===== src/rtl/axi4_lite_cmd_master.sv =====
// axi4_lite_cmd_master
// Purpose: AXI4-lite initiator. Turns a single-beat command/response handshake port
// into AXI4-lite master transactions, one transaction outstanding at a time,
// with an optional response timeout.
// Parameters:
//   A        address bits
//   N        data bytes
//   I        id bits (0 = no id; awid/arid are then 1 bit wide and driven 0)
//   ID       value driven on awid/arid when I > 0
//   TIMEOUT  cycles from command accept to B/R handshake before abort; 0 = disabled
// Ports:
//   aclk, areset                 clock, asynchronous active-high reset
//   cmd_valid/cmd_ready          command handshake
//   cmd_write/addr/wdata/wstrb   command payload (wdata/wstrb ignored for reads)
//   rsp_valid/rsp_ready          response handshake
//   rsp_write/rdata/resp/timeout response payload
//   axi4_m_*                     AXI4-lite master channels (AW, W, B, AR, R)
module axi4_lite_cmd_master #(
    parameter int A       = 32,
    parameter int N       = 4,
    parameter int I       = 0,
    parameter int ID      = 0,
    parameter int TIMEOUT = 0,
    localparam int IW     = (I > 0) ? I : 1
) (
    input  logic            aclk,
    input  logic            areset,
    // command port
    input  logic            cmd_valid,
    output logic            cmd_ready,
    input  logic            cmd_write,
    input  logic [A-1:0]    cmd_addr,
    input  logic [N*8-1:0]  cmd_wdata,
    input  logic [N-1:0]    cmd_wstrb,
    // response port
    output logic            rsp_valid,
    input  logic            rsp_ready,
    output logic            rsp_write,
    output logic [N*8-1:0]  rsp_rdata,
    output logic [1:0]      rsp_resp,
    output logic            rsp_timeout,
    // AXI4-lite write address channel
    output logic            axi4_m_awvalid,
    input  logic            axi4_m_awready,
    output logic [A-1:0]    axi4_m_awaddr,
    output logic [2:0]      axi4_m_awprot,
    output logic [IW-1:0]   axi4_m_awid,
    // write data channel
    output logic            axi4_m_wvalid,
    input  logic            axi4_m_wready,
    output logic [N*8-1:0]  axi4_m_wdata,
    output logic [N-1:0]    axi4_m_wstrb,
    // write response channel
    input  logic            axi4_m_bvalid,
    output logic            axi4_m_bready,
    input  logic [1:0]      axi4_m_bresp,
    input  logic [IW-1:0]   axi4_m_bid,
    // read address channel
    output logic            axi4_m_arvalid,
    input  logic            axi4_m_arready,
    output logic [A-1:0]    axi4_m_araddr,
    output logic [2:0]      axi4_m_arprot,
    output logic [IW-1:0]   axi4_m_arid,
    // read data channel
    input  logic            axi4_m_rvalid,
    output logic            axi4_m_rready,
    input  logic [N*8-1:0]  axi4_m_rdata,
    input  logic [1:0]      axi4_m_rresp,
    input  logic [IW-1:0]   axi4_m_rid
);

    localparam int TW = (TIMEOUT > 0) ? $clog2(TIMEOUT + 1) : 1;

    typedef enum logic [2:0] {
        S_IDLE,
        S_WADDR,
        S_WRESP,
        S_RADDR,
        S_RRESP,
        S_RSP,
        S_DRAIN
    } state_t;

    state_t          r_state;
    logic            r_awvalid;
    logic            r_wvalid;
    logic            r_arvalid;
    logic            r_bready;
    logic            r_rready;
    logic [A-1:0]    r_addr;
    logic [N*8-1:0]  r_wdata;
    logic [N-1:0]    r_wstrb;
    logic            r_write;
    logic            r_abort;
    logic [TW-1:0]   r_timer;
    logic            r_rsp_valid;
    logic [N*8-1:0]  r_rsp_rdata;
    logic [1:0]      r_rsp_resp;
    logic            r_rsp_timeout;

    logic            w_bhs;
    logic            w_rhs;
    logic            w_aw_done;
    logic            w_w_done;
    logic            w_busy;
    logic            w_expired;
    logic            w_abort;
    logic            w_unused;

    // bid/rid carry no information for a single-outstanding initiator
    assign w_unused = ^{axi4_m_bid, axi4_m_rid};

    assign w_bhs     = r_bready & axi4_m_bvalid;
    assign w_rhs     = r_rready & axi4_m_rvalid;
    // A channel is done once its valid has already dropped or handshakes this cycle
    assign w_aw_done = ~r_awvalid | axi4_m_awready;
    assign w_w_done  = ~r_wvalid  | axi4_m_wready;
    assign w_busy    = (r_state == S_WADDR) || (r_state == S_WRESP) ||
                       (r_state == S_RADDR) || (r_state == S_RRESP);
    assign w_expired = (TIMEOUT != 0) && (r_timer == TW'(TIMEOUT));
    // A B/R handshake in the expiry cycle takes priority over the abort
    assign w_abort   = w_busy && w_expired && !w_bhs && !w_rhs;

    assign cmd_ready      = (r_state == S_IDLE);

    assign rsp_valid      = r_rsp_valid;
    assign rsp_write      = r_write;
    assign rsp_rdata      = r_rsp_rdata;
    assign rsp_resp       = r_rsp_resp;
    assign rsp_timeout    = r_rsp_timeout;

    assign axi4_m_awvalid = r_awvalid;
    assign axi4_m_awaddr  = r_addr;
    assign axi4_m_awprot  = 3'b000;
    assign axi4_m_awid    = (I > 0) ? IW'(ID) : '0;
    assign axi4_m_wvalid  = r_wvalid;
    assign axi4_m_wdata   = r_wdata;
    assign axi4_m_wstrb   = r_wstrb;
    assign axi4_m_bready  = r_bready;
    assign axi4_m_arvalid = r_arvalid;
    assign axi4_m_araddr  = r_addr;
    assign axi4_m_arprot  = 3'b000;
    assign axi4_m_arid    = (I > 0) ? IW'(ID) : '0;
    assign axi4_m_rready  = r_rready;

    // Transaction FSM. Address/data valids are dropped only by their own handshake,
    // in every state, so a transaction aborted by the timer keeps its pending
    // valids up through RSP and DRAIN until the responder takes them.
    always_ff @(posedge aclk or posedge areset) begin
        if (areset) begin
            r_state       <= S_IDLE;
            r_awvalid     <= 1'b0;
            r_wvalid      <= 1'b0;
            r_arvalid     <= 1'b0;
            r_bready      <= 1'b0;
            r_rready      <= 1'b0;
            r_addr        <= '0;
            r_wdata       <= '0;
            r_wstrb       <= '0;
            r_write       <= 1'b0;
            r_abort       <= 1'b0;
            r_timer       <= '0;
            r_rsp_valid   <= 1'b0;
            r_rsp_rdata   <= '0;
            r_rsp_resp    <= 2'b00;
            r_rsp_timeout <= 1'b0;
        end else begin
            if (r_awvalid && axi4_m_awready) r_awvalid <= 1'b0;
            if (r_wvalid  && axi4_m_wready)  r_wvalid  <= 1'b0;
            if (r_arvalid && axi4_m_arready) r_arvalid <= 1'b0;
            if (w_busy) r_timer <= r_timer + 1'b1;

            if (w_abort) begin
                r_state       <= S_RSP;
                r_abort       <= 1'b1;
                r_bready      <= 1'b0;
                r_rready      <= 1'b0;
                r_rsp_valid   <= 1'b1;
                r_rsp_rdata   <= '0;
                r_rsp_resp    <= 2'b10;
                r_rsp_timeout <= 1'b1;
            end else begin
                case (r_state)
                    S_IDLE: begin
                        if (cmd_valid) begin
                            r_addr  <= cmd_addr;
                            r_wdata <= cmd_wdata;
                            r_wstrb <= cmd_wstrb;
                            r_write <= cmd_write;
                            r_abort <= 1'b0;
                            r_timer <= '0;
                            if (cmd_write) begin
                                r_awvalid <= 1'b1;
                                r_wvalid  <= 1'b1;
                                r_state   <= S_WADDR;
                            end else begin
                                r_arvalid <= 1'b1;
                                r_state   <= S_RADDR;
                            end
                        end
                    end
                    S_WADDR: begin
                        if (w_aw_done && w_w_done) begin
                            r_bready <= 1'b1;
                            r_state  <= S_WRESP;
                        end
                    end
                    S_WRESP: begin
                        if (w_bhs) begin
                            r_bready      <= 1'b0;
                            r_rsp_valid   <= 1'b1;
                            r_rsp_rdata   <= '0;
                            r_rsp_resp    <= axi4_m_bresp;
                            r_rsp_timeout <= 1'b0;
                            r_state       <= S_RSP;
                        end
                    end
                    S_RADDR: begin
                        if (axi4_m_arready) begin
                            r_rready <= 1'b1;
                            r_state  <= S_RRESP;
                        end
                    end
                    S_RRESP: begin
                        if (w_rhs) begin
                            r_rready      <= 1'b0;
                            r_rsp_valid   <= 1'b1;
                            r_rsp_rdata   <= axi4_m_rdata;
                            r_rsp_resp    <= axi4_m_rresp;
                            r_rsp_timeout <= 1'b0;
                            r_state       <= S_RSP;
                        end
                    end
                    S_RSP: begin
                        if (rsp_ready) begin
                            r_rsp_valid <= 1'b0;
                            if (r_abort) begin
                                // the late response is still owed; swallow it in DRAIN
                                r_bready <= r_write;
                                r_rready <= ~r_write;
                                r_state  <= S_DRAIN;
                            end else begin
                                r_state  <= S_IDLE;
                            end
                        end
                    end
                    S_DRAIN: begin
                        if (w_bhs || w_rhs) begin
                            r_bready <= 1'b0;
                            r_rready <= 1'b0;
                            r_abort  <= 1'b0;
                            r_state  <= S_IDLE;
                        end
                    end
                    default: r_state <= S_IDLE;
                endcase
            end
        end
    end

endmodule


===== config.mk =====
export PLATFORM = sky130hd
export DESIGN_NAME = axi4_lite_cmd_master
export DESIGN_NICKNAME = d
export VERILOG_FILES = /design/src/rtl/axi4_lite_cmd_master.sv
export SDC_FILE = /design/constraint.sdc
export NUM_CORES = 1
export LEC_CHECK = 0
export ABC_AREA = 1
export CORE_ASPECT_RATIO = 1.2
export CORE_MARGIN = 5
export CORE_UTILIZATION = 35
export CTS_BUF_LIST = sky130_fd_sc_hd__clkbuf_16
export DETAILED_ROUTE_END_ITERATION = 16
export PLACE_DENSITY = 0.86
export REMOVE_ABC_BUFFERS = 1
export SETUP_SLACK_MARGIN = 0.1
export SLEW_MARGIN = 20
export SYNTH_ARGS = -nofsm -noshare
export SYNTH_HDL_FRONTEND = slang
export SYNTH_SLANG_ARGS = --single-unit

===== constraint.sdc =====
create_clock -name aclk -period 3.9 [get_ports aclk]
set_input_delay 1.17 -clock aclk [delete_from_list [all_inputs] [get_ports aclk]]
set_output_delay 1.17 -clock aclk [all_outputs]
set_load 0.01 [all_outputs]

==> results of run 1 <==
==> power groups by stage <==
stage,registers [W],clock network [W],logic (W)
final,0.00209,0.000861,0.00312
after global placement,0.00208,0,0.00310
after floorplan,0.00239,0,0.000983
after CTS,0.00209,0.000886,0.00318
after global routing,0.00217,0.000924,0.00342
after detailed placement,0.00210,0,0.00317
==> cells in the mapped netlist (all sizes together) <==
| master | number | area (µm²) |
|---|---|---|
| a21oi | 1 | 5.00 |
| a22oi | 1 | 7.51 |
| buf | 64 | 453 |
| clkbuf | 2 | 7.51 |
| clkinv | 1 | 3.75 |
| conb | 1 | 3.75 |
| dfrtp | 112 | 2800 |
| inv | 16 | 60.1 |
| nand2 | 318 | 1220 |
| nand3 | 11 | 72.6 |
| nand4 | 2 | 12.5 |
| nor2 | 14 | 62.6 |
| o21ai | 38 | 228 |
==> logic make-up (layout without fill, tap and decap cells) <==
logic type,after synthesis,count (layout)
buf+inv,83,291
flops,112,112
other cells,1,9
compound gates,40,40
simple gates,345,345
==> through the flow <==
stage | setup WS [ns] | util (%) | hold slack, ns | instance area [µm²]
after floorplan | -0.229 | - | 0.515 | 4510
after global placement | 0.996 | 53.0 | 0.461 | 7330
after detailed placement | 0.967 | 53.0 | 0.464 | 7330
after CTS | 0.925 | 55.0 | 0.485 | 7600
after global routing | 0.833 | 55.0 | 0.507 | 7600
final | 0.933 | 55.0 | 0.481 | 7600
==> path summary, 6_finish.rpt <==
path	start	end	slack [ns]	cells after the start
worst max register to register	r_state[0]$_DFFE_PP0P_	rsp_resp[1]$_DFFE_PP0P_	1.72	7
min in group asynchronous	areset	axi4_m_wdata[13]$_DFFE_PP0P_	1.32	3
worst min-delay path	axi4_m_wdata[29]$_DFFE_PP0P_	axi4_m_wdata[29]$_DFFE_PP0P_	0.48	2
max in group asynchronous	areset	rsp_rdata[30]$_DFFE_PP0P_	2.14	3
worst max-delay path	r_state[0]$_DFFE_PP0P_	cmd_ready	0.93	4
worst min register to register	axi4_m_wdata[29]$_DFFE_PP0P_	axi4_m_wdata[29]$_DFFE_PP0P_	0.48	2
==> registers in the layout (all words and copies together) (netlist names) <==
name / flops
axi4_m_araddr: 32
axi4_m_wdata: 32
rsp_rdata: 32
axi4_m_wstrb: 4
r_state: 3
rsp_resp: 2
axi4_m_arvalid: 1
axi4_m_awvalid: 1
axi4_m_bready: 1
axi4_m_rready: 1
axi4_m_wvalid: 1
rsp_valid: 1
rsp_write: 1
==> cell type report <==
cell class	count	area, µm²	share of cell area, %
Multi-Input combinational cell	394	1640	21.6
Timing Repair Buffer	259	2610	34.3
Clock inverter	6	45.0	0.593
Inverter	17	66.3	0.872
Clock buffer	9	225	2.96
Tap cell	171	214	2.81
Sequential cell	112	2800	36.9
==> critical path, delay by kind of cell, from the launching register on <==
family	cells	cell delay (ns)
simple gates	2	0.31
flops	1	0.52
buf+inv	2	0.63
==> routing by layer <==
layer | global-route usage (%) | vias to the layer above
met5 | 0 | -
met4 | 4.96 | 0
met3 | 6.05 | 15
met2 | 28.2 | 190
met1 | 19.8 | 1994
li1 | - | 2146
==> metrics, run 1 <==
status complete, no violations; IO buf count 255; Die Height 140 µm; CTS H-Tree Depth 3; most common cell after layout, fill and taps aside nand2_1; P_int 0.00376 W; switching share of power 38.0%; DRC 0; largest net degree at the start of global routing 113; post-synthesis mux area share 0%; core area 13800 µm²; vias in the first global route 4538; metal3 WL 1.25 mm; CP arrival 1.80 ns; commonest cells after routing, fill and taps aside nand2_1 (310), clkdlybuf4s50_1 (255), dfrtp_1 (112); num rows 47; RSZ-0062 raised after global routing false; postcts setup bufs 0; CTS tree built; DRT met1 WL 5.71 mm; Total Routed Length 14.0 mm; hold-fix buffer count after cts 0; Post-Syn Area 4940 µm²; CTS clk-pin slew, worst paths 0.08 ns; Final Slew Violations 0; Root Driver clkbuf_16; Initial Utilization 35.7%; Fmax 337 MHz; Placed Cells 953; Longest Clk Path Bufs 2; CTS buffer count 9; NetSw 0.00230 W; Slew @ Worst Pin 0.946 ns; crit-path max cell delay 0.55 ns; largest family of logic cells by synthesized area simple AND/OR/NAND/NOR gates; clk_lat worst skew 0.34 ns; XOR/XNOR share of the synthesized area 0%; Die Wd 118 µm; Adder-Cell Fraction of Synth Area 0%; layout cells sized above 1 5.65%; crit path cell chain nor2_2 > nand2_2 > inv_2 > clkdlybuf4s50_1; Startpoint Class register; gr ovfl total 0; Overall Power 0.00607 W; max_slew headroom 36.5%; Final Cycle Share 76.1%; Peak VDD IR 0.431 mV; initial antenna violation count 0; clk sink count 112; max-cap violations 0; Post-Layout Cell Count 968; WP data required 2.73 ns; total I/O pin count 267; Tot GR Track Use 16.6%; Clk network pwr share 14.2%; minimum clock period 2.97 ns; power share of the combinational group 51.4%; total die area 16600 µm²; Worst setup EP type primary output; vias post-DR 4345; Power per Cell Area 798 nW/µm²; Slowest cell on crit path clkdlybuf4s50_1; #FFs+latches synth 112; CP max FO 11; synthesis-to-finish area growth 54.0%; fillers 1216; vias per cell 4.49; Setup violations, final 0; met2 routed WL 6.70 mm; post-cts resize count 0; dpl hpwl 10.1 mm; syn_area_per_cell 8.50 µm²; post-route setup TNS 0 ns; Post-Syn Instances 581; Nets 909; Sequential Power Share 34.4%; Final GP Congestion 0.824; post-synthesis simple-gate area fraction 27.7%; min-delay worst type reg2reg; sequential area share after synthesis 56.8%; DR WL/cell 14.4 µm; global-route wire length before repair 22.8 mm; Synth Warn # 0; Hold Vio Cnt, Final 0; Worst Clk Skew 0.00988 ns; DRT antenna net count 0; Detailed Route Iter0 Violations 235; compound-cell area share of the yosys netlist 4.87%; static leakage 3.59 nW; drt first pass iters 7; ANT cells 0; Crit Path Category reg2out; max layer used met4; Distinct cells, synth 24
No activity file was read; power rests on OpenSTA's default activity.
==> inputs of run 2 (changes only) <==
==> constraint.sdc (replaced) <==
create_clock -name aclk -period 2.4 [get_ports aclk]
set_input_delay 0.72 -clock aclk [delete_from_list [all_inputs] [get_ports aclk]]
set_output_delay 0.72 -clock aclk [all_outputs]
set_load 0.01 [all_outputs]
==> run 2 against run 1 <==
  * Largest power group unchanged
  * Count of clock-buffer cells in the layout unchanged
  * Core utilization increased by 1.2 points
  * First-iteration DRC count is 18% lower
  * Hold slack got worse by 0.0012 ns
  * Worst setup slack got worse by 0.69 ns
  * Critical path depth did not move
  * Flip-flop and latch count is the same
  * Via count is 2.2% higher
  * Cell area rose by 2.2%
  * Largest cell class unchanged
  * Critical endpoint unchanged
  * Register-to-register slack worse by 0.98 ns
==> metrics, run 2 (synthesis results as in run 1) <==
Setup violations, final 0 (unchanged); Final Cycle Share 89.9%; Tot GR Track Use 17.2% (+0.59 points); Die Wd 118 µm (unchanged); dpl hpwl 10.9 mm (+7.7%); clk_lat worst skew 0.34 ns (about the same); RSZ-0062 raised after global routing false; Detailed Route Iter0 Violations 193 (-18%); static leakage 3.68 nW (+2.7%); max-cap violations 0 (unchanged); Nets 919 (+1.1%); hold-fix buffer count after cts 0 (unchanged); WP data required 1.68 ns (-1.05 ns); DRC 0 (unchanged); Power per Cell Area 1310 nW/µm² (+64%); Startpoint Class register; ANT cells 0 (unchanged); CTS tree built; CP startpoint r_state[1]$_DFFE_PP0P_; CTS buffer count 9 (unchanged); synthesis-to-finish area growth 57.3%; fillers 1213 (-0.25%); CTS H-Tree Depth 3 (unchanged); Worst setup EP type primary output; Hold Vio Cnt, Final 0 (unchanged); CP max FO 6 (-5); Worst Clk Skew 0.00983 ns (-0.0000534 ns); most common cell after layout, fill and taps aside nand2_1; DRT antenna net count 0 (unchanged); Storage cell area 2800 µm² (about the same); DR WL/cell 14.7 µm (+2.1%); core area 13800 µm² (unchanged); global-route wire length before repair 23.5 mm (+3.0%); CTS clk-pin slew, worst paths 0.08 ns (about the same); status complete, no violations; R2R Setup Slk 0.74 ns (-0.98 ns); initial antenna violation count 1 (+1); CP arrival 1.44 ns (-0.36 ns); vias post-DR 4442 (+2.2%); drt first pass iters 4 (-3); Total Routed Length 14.4 mm (+3.3%); minimum clock period 2.16 ns; Die Height 140 µm (unchanged); largest net degree at the start of global routing 71 (-37%); Root Driver clkbuf_16; post-route setup TNS 0 ns (unchanged); commonest cells after routing, fill and taps aside nand2_1 (310), clkdlybuf4s50_1 (254), dfrtp_1 (111); Final Slew Violations 0 (unchanged); layout cells sized above 1 7.05% (+1.4 points); Initial Utilization 35.7% (unchanged); multi-input logic area 1640 µm² (unchanged); Peak VDD IR 0.773 mV (+80%); total I/O pin count 267 (unchanged); clk sink count 112 (unchanged); Longest Clk Path Bufs 2 (unchanged); IO buf count 255 (unchanged); Crit Path Category reg2out; min-delay worst type reg2reg; min-delay src axi4_m_wdata[31]$_DFFE_PP0P_; Final GP Congestion 0.782 (-5.1%); num rows 47 (unchanged); Fmax 463 MHz; vias per cell 4.54 (+1.1%); gr ovfl total 0 (unchanged); reg2reg start r_state[1]$_DFFE_PP0P_; vias in the first global route 4669 (+2.9%); total die area 16600 µm² (unchanged); hold_ws 0.480 ns (-0.00121 ns)
[run 2: changes by cell type in the layout (fill, tap and decap cells not counted)]
cell             delta
buf_12              +5
buf_4               +5
bufinv_16           +1
clkdlybuf4s50_1     -1
clkinv_1            -1
clkinv_2            +1
clkinvlp_4          -1
dfrtp_1             -1
dfrtp_2             +1
dlygate4sd2_1       +1
inv_1               +1
[run 2: report_power, final]
part,internal (W),switching [W]
sequential,0.00278,0.000597
clock,0.000813,0.000687
combinational,0.00278,0.00250
total,0.00638,0.00378
[run 2: per-layer routing]
layer / GRT usage, % / up-vias / wire length, µm / share of wire [%]
met5: 0 / - / 7 / 0.049
met4: 5.49 / 2 / 350 / 2.4
met3: 6.25 / 23 / 1330 / 9.2
met2: 29.3 / 193 / 7040 / 49
met1: 20.3 / 2053 / 5680 / 39
li1: - / 2171 / - / -
[run 2: worst paths after layout]
check                                          endpoint  depth (start not counted)
max                                           cmd_ready                          4
min                        axi4_m_wdata[31]$_DFFE_PP0P_                          2
max reg2reg                   rsp_rdata[23]$_DFFE_PP0P_                          7
min reg2reg                axi4_m_wdata[31]$_DFFE_PP0P_                          2
max in group asynchronous        r_state[1]$_DFFE_PP0P_                          3
min in group asynchronous  axi4_m_wdata[20]$_DFFE_PP0P_                          2
[run 2: what timing repair did]
item	4_1_cts	5_1_grt
gates resized for setup	2	0
setup buffers	1	0
endpoints found under the setup margin	1	0
[run 2: area by class of cell]
class	count	share of cell area [%]
timing repair buffer	269	35.3
multi-input combinational	394	21.1
sequential	112	36.1
inverter	17	0.854
tap	171	2.75
clock inverter	7	0.934
clock buffer	9	2.90
[run 2: metrics by stage]
stage	instance area, µm²	setup WS (ns)	cells	utilization (%)	power, W
after global routing	7770	0.186	979	56.2	0.0109
after floorplan	4510	-1.28	523	-	0.00549
after detailed placement	7460	0.165	962	54.0	0.00875
after global placement	7460	0.216	962	54.0	0.00861
final	7770	0.242	979	56.2	0.0102
after CTS	7770	0.231	979	56.2	0.0103
[run 2: critical path, stage by stage (launching register included)]
cell           delay (ns)
dfrtp_2              0.46
nor2_2               0.16
nand2_2              0.10
inv_2                0.08
dlygate4sd2_1        0.29
